File: config.mk
export PLATFORM = sky130hd
export DESIGN_NAME = halflife_sequencer
export DESIGN_NICKNAME = d
export VERILOG_FILES = /design/src/rtl/halflife_sequencer.sv
export SDC_FILE = /design/constraint.sdc
export NUM_CORES = 1
export LEC_CHECK = 0
export CORE_ASPECT_RATIO = 0.9
export CORE_MARGIN = 2
export CORE_UTILIZATION = 40
export CTS_CLUSTER_SIZE = 40
export DETAILED_ROUTE_END_ITERATION = 7
export PLACE_DENSITY = 0.6
export SETUP_SLACK_MARGIN = 0.15
export SYNTH_ARGS = -nofsm -noshare
export SYNTH_HDL_FRONTEND = slang
export SYNTH_SLANG_ARGS = --single-unit
File: constraint.sdc
create_clock -name clk -period 4.95 [get_ports clk]
set_clock_uncertainty 0.15 [all_clocks]
set_input_delay 0.99 -clock clk [delete_from_list [all_inputs] [get_ports clk]]
set_output_delay 0.99 -clock clk [all_outputs]
set_load 0.01 [all_outputs]
File: src/rtl/halflife_sequencer.sv
// halflife_sequencer: loads a down-counter, then repeatedly waits a
// programmable period and strobes it down until its value has halved,
// finishing when the count reaches zero.
//
// state  | meaning
// -------+-------------------------------------------------------------
// IDLE   | waiting for start; captures init/period and clears epoch
// LOAD   | one-cycle load strobe into the counter
// SETTLE | counter now holds init; zero init finishes at once
// WAIT   | period timer running (frozen while pause is high)
// DEC    | down strobes until cnt <= target, then count one halving
// DONE   | one-cycle completion pulse
module halflife_sequencer #(
  parameter int N = 4,
  parameter int P = 8
) (
  input  logic         clk,
  input  logic         rst,
  input  logic         start,
  input  logic         abort,
  input  logic         pause,
  input  logic [N-1:0] init,
  input  logic [P-1:0] period,
  input  logic [N-1:0] cnt,
  output logic         ctr_load,
  output logic         ctr_down,
  output logic [N-1:0] ctr_val,
  output logic         busy,
  output logic         done,
  output logic [N-1:0] epoch
);

  typedef enum logic [2:0] {
    S_IDLE, S_LOAD, S_SETTLE, S_WAIT, S_DEC, S_DONE
  } state_t;

  state_t       state;
  logic [P-1:0] period_q;
  logic [P-1:0] period_eff;
  logic [P-1:0] timer;
  logic [N-1:0] target;
  logic [N-1:0] epoch_q;
  logic [N-1:0] epoch_inc;
  logic         quiet;
  logic         reached;

  // A cycle that is being aborted or reset must not strobe the counter.
  assign quiet      = rst | (abort & (state != S_IDLE));
  assign period_eff = (period_q == '0) ? P'(1) : period_q;
  // A count below target (external disturbance) also counts as reached.
  assign reached    = (state == S_DEC) && (cnt <= target);
  assign epoch_inc  = (epoch_q == '1) ? epoch_q : epoch_q + N'(1);

  // Strobes and status decoded from state; epoch shows the new halving
  // already in the terminating DEC cycle.
  always_comb begin
    ctr_load = (state == S_LOAD) && !quiet;
    ctr_down = (state == S_DEC) && (cnt > target) && !quiet;
    busy     = (state != S_IDLE);
    done     = (state == S_DONE) && !quiet;
    epoch    = (reached && !quiet) ? epoch_inc : epoch_q;
  end

  // Sequencer FSM with capture registers, period timer and epoch count.
  always_ff @(posedge clk) begin
    if (rst) begin
      state    <= S_IDLE;
      period_q <= '0;
      timer    <= '0;
      target   <= '0;
      epoch_q  <= '0;
      ctr_val  <= '0;
    end else if (abort && (state != S_IDLE)) begin
      state <= S_IDLE;
    end else begin
      case (state)
        S_IDLE: begin
          if (start) begin
            ctr_val  <= init;
            period_q <= period;
            epoch_q  <= '0;
            state    <= S_LOAD;
          end
        end
        S_LOAD: state <= S_SETTLE;
        S_SETTLE: begin
          if (cnt == '0) begin
            state <= S_DONE;
          end else begin
            timer <= period_eff;
            state <= S_WAIT;
          end
        end
        S_WAIT: begin
          if (!pause) begin
            if (timer <= P'(1)) begin
              timer  <= '0;
              target <= cnt >> 1;
              state  <= S_DEC;
            end else begin
              timer <= timer - P'(1);
            end
          end
        end
        S_DEC: begin
          if (cnt <= target) begin
            epoch_q <= epoch_inc;
            if (target == '0) begin
              state <= S_DONE;
            end else begin
              timer <= period_eff;
              state <= S_WAIT;
            end
          end
        end
        S_DONE:  state <= S_IDLE;
        default: state <= S_IDLE;
      endcase
    end
  end

endmodule
==> run metrics <==
outcome=finished clean; Ports=33; initial antenna violation count=0; WL final=4.30 mm; flops & latches, synth=30; syn_area_per_cell=8.13 um^2; Synth Area in Compound Gates=26.9%; Power Internal=0.442 mW; CORE AREA=4130 um^2; placed cells=287; fillers=409; Crit Path Max Fanout=6; max-capacitance violation count=0; Starting Density=42.1%; placed inst area=2100 um^2; CP Capture Type=output port; Hold Path Class=flop to flop; Routed wire per std cell=14.6 um; number of synthesized flops with an enable pin=0; Switch Pwr=0.207 mW; Seq pwr share=42.2%; Gate power share=25.0%; Rel. slew slack=49.9%; Cells after Synth=214; PwrDens=296 nW/um^2; Max Slew Vio Count=0; initial DRC count=86; TritonCTS clock tree=built; share of cells above drive strength 1=9.72%; first-pass GRT wire length=7.07 mm; design area=2190 um^2; Tightest Pin Transition=0.747 ns; Adder-Cell Fraction of Synth Area=4.32%; ys async rst share=0%; fin crit period=4.47 ns; main combinational cell family by area after synthesis=compound AO/OA/AOI/OAI gates; final std cells w/o fill=295; XOR/XNOR share of the synthesized area=2.01%; clk sinks=30; Clock transition at path regs=0.07 ns; Synth warnings=0; die area=4890 um^2; post-synthesis mux area share=2.37%; Setup TNS=0 ns; Clk Latency, worst-skew pair=0.28 ns; largest cells by area after synthesis=dfxtp_1 35%, a21oi_1 9.2%, nand2_1 7.1%, ha_1 4.3%, nor2_1 3.0%; largest net degree at the start of global routing=26; Synth Cell Area=1740 um^2; vias per cell=5.43; Post-CTS Setup Inserts=0; Max Clock Freq=0.224 GHz; Main synth FF type=dfxtp_1; CTS H-tree lvls=2; Clock Path Buffers=2; Port Buf Inserts=32; post-CTS sizing=0; period utilization=90.3%; area share of the largest cell type after synthesis=34.5%; Die H=66.6 um; Simple-Gate Fraction of Synth Area=25.5%; num rows=22; Worst setup SP type=input port; P&R area growth vs syn=26.0%; # DRC=0; CP arrival=3.33 ns; critical path type=input port to output port; Final ANT Viol Nets=0; HPWL Detailed=3.01 mm; gpl congestion=0.797; GRT Total Usage=18.9%; Cell variety after synth=50; clock root buffer=clkbuf_8; Die Width=73.5 um; Final Power=0.649 mW; final hold violations=0; sw frac=31.9%; Vias=1,601; ant diodes=0; RSZ-0062 raised after global routing=false; VDD IR max=151 uV; post-synth top area cell=dfxtp_1; Setup-failing EPs final=0; iteration count of the initial detailed-routing pass=4; gr ovfl total=0; # hold bufs at CTS=0; number of global-route vias before repair=1,444; cts bufs inserted=5; Leak=0.773 nW; Seq/Total Area, Yosys=34.5%; worst hold slack=0.306 ns; Clock power frac=32.7%; Mapped Nets=241; Req. time, crit path=3.81 ns; Nets=273
-- path summary, 6_finish.rpt --
| check | startpoint | end | slack, ns | cells after the start |
|---|---|---|---|---|
| worst max-delay path | cnt[2] | epoch[1] | 0.48 | 8 |
| worst min-delay path | ctr_val[2]$_SDFFE_PP0P_ | ctr_val[2]$_SDFFE_PP0P_ | 0.31 | 2 |
| worst max register to register | target[2]$_SDFFE_PP0P_ | timer[0]$_SDFFE_PP0P_ | 2.51 | 8 |
| worst min register to register | ctr_val[2]$_SDFFE_PP0P_ | ctr_val[2]$_SDFFE_PP0P_ | 0.31 | 2 |
-- synth_stat cells (3+ instances only) --
cell,n
or3_1,3
nor2_1,14
a311oi_1,3
xor2_1,3
nand3_1,4
a211oi_1,6
buf_2,3
nand2_1,33
o21ai_0,6
nor4_1,3
clkbuf_1,6
ha_1,6
a21oi_1,32
dfxtp_1,30
nor3_1,8
inv_1,10
and3_1,3
mux2i_1,3
-- layout by cell type (no fill, tap or decap), types with 2 or more instances in the layout --
cell / count
clkbuf_8: 6
a31o_2: 2
nor4_4: 2
nor3_1: 8
inv_1: 10
o21ai_0: 6
nor2b_1: 2
clkdlybuf4s50_1: 32
and3_1: 3
or3_1: 3
ha_1: 6
mux2i_1: 3
a211oi_1: 6
nor2_1: 14
nand2b_1: 2
nor4_1: 3
a21oi_1: 32
buf_4: 2
xor2_1: 3
nand3_1: 4
nand2_1: 33
o311ai_0: 2
dfxtp_1: 30
a311oi_1: 3
or4_1: 2
-- power groups by stage --
stage | clock (mW) | sequential [mW] | combinational, mW
after global routing | 0.225 | 0.277 | 0.181
after detailed placement | 0 | 0.279 | 0.162
after global placement | 0 | 0.279 | 0.161
final | 0.212 | 0.274 | 0.163
after CTS | 0.220 | 0.274 | 0.163
after floorplan | 0 | 0.275 | 0.111
-- registers in the layout (all words and copies together), names as in the netlist --
name      cells
state         3
period_q      8
target        3
timer         8
ctr_val       4
epoch_q       4
-- worst max-delay path, stage by stage --
cell	delay (ns)
clkdlybuf4s50_1	0.45
ha_1	0.34
a21oi_1	0.14
a21oi_1	0.08
buf_4	0.17
nor4_4	0.31
mux2_2	0.37
clkdlybuf4s50_1	0.47
-- metrics by stage --
stage	worst slack, ns	util [%]
finish	0.478	53.1
CTS	0.478	53.1
global placement	0.529	50.8
floorplan	1.42	-
global route	0.305	53.1
detailed placement	0.474	50.8
-- metal layers --
layer / track usage, % / routed length, um
met1: 24.8 / 2150
met4: 6.82 / 21
met2: 30.4 / 1930
met5: 0 / 0
met3: 4.08 / 202
-- area by class of cell --
type / instances / area (um^2) / share of cell area [%]
clock buffers: 6 / 82.6 / 3.77
clock inverters: 2 / 12.5 / 0.571
inverters: 10 / 37.5 / 1.71
multi-input cells: 165 / 1060 / 48.5
flip-flops and latches: 30 / 601 / 27.4
well taps: 48 / 60.1 / 2.74
repair buffers: 34 / 335 / 15.3
-- logic make-up (layout without fill, tap and decap cells) --
group,count (synthesis),count (layout)
and+or+nand+nor,84,84
AOI/OAI and AO/OA,67,67
DFF,30,30
buffers and inverters,19,52
adders and majority gates,6,6
xor gates and xnor gates,4,4
muxes,4,4
Note: power is estimated with default switching activity, not from simulation.
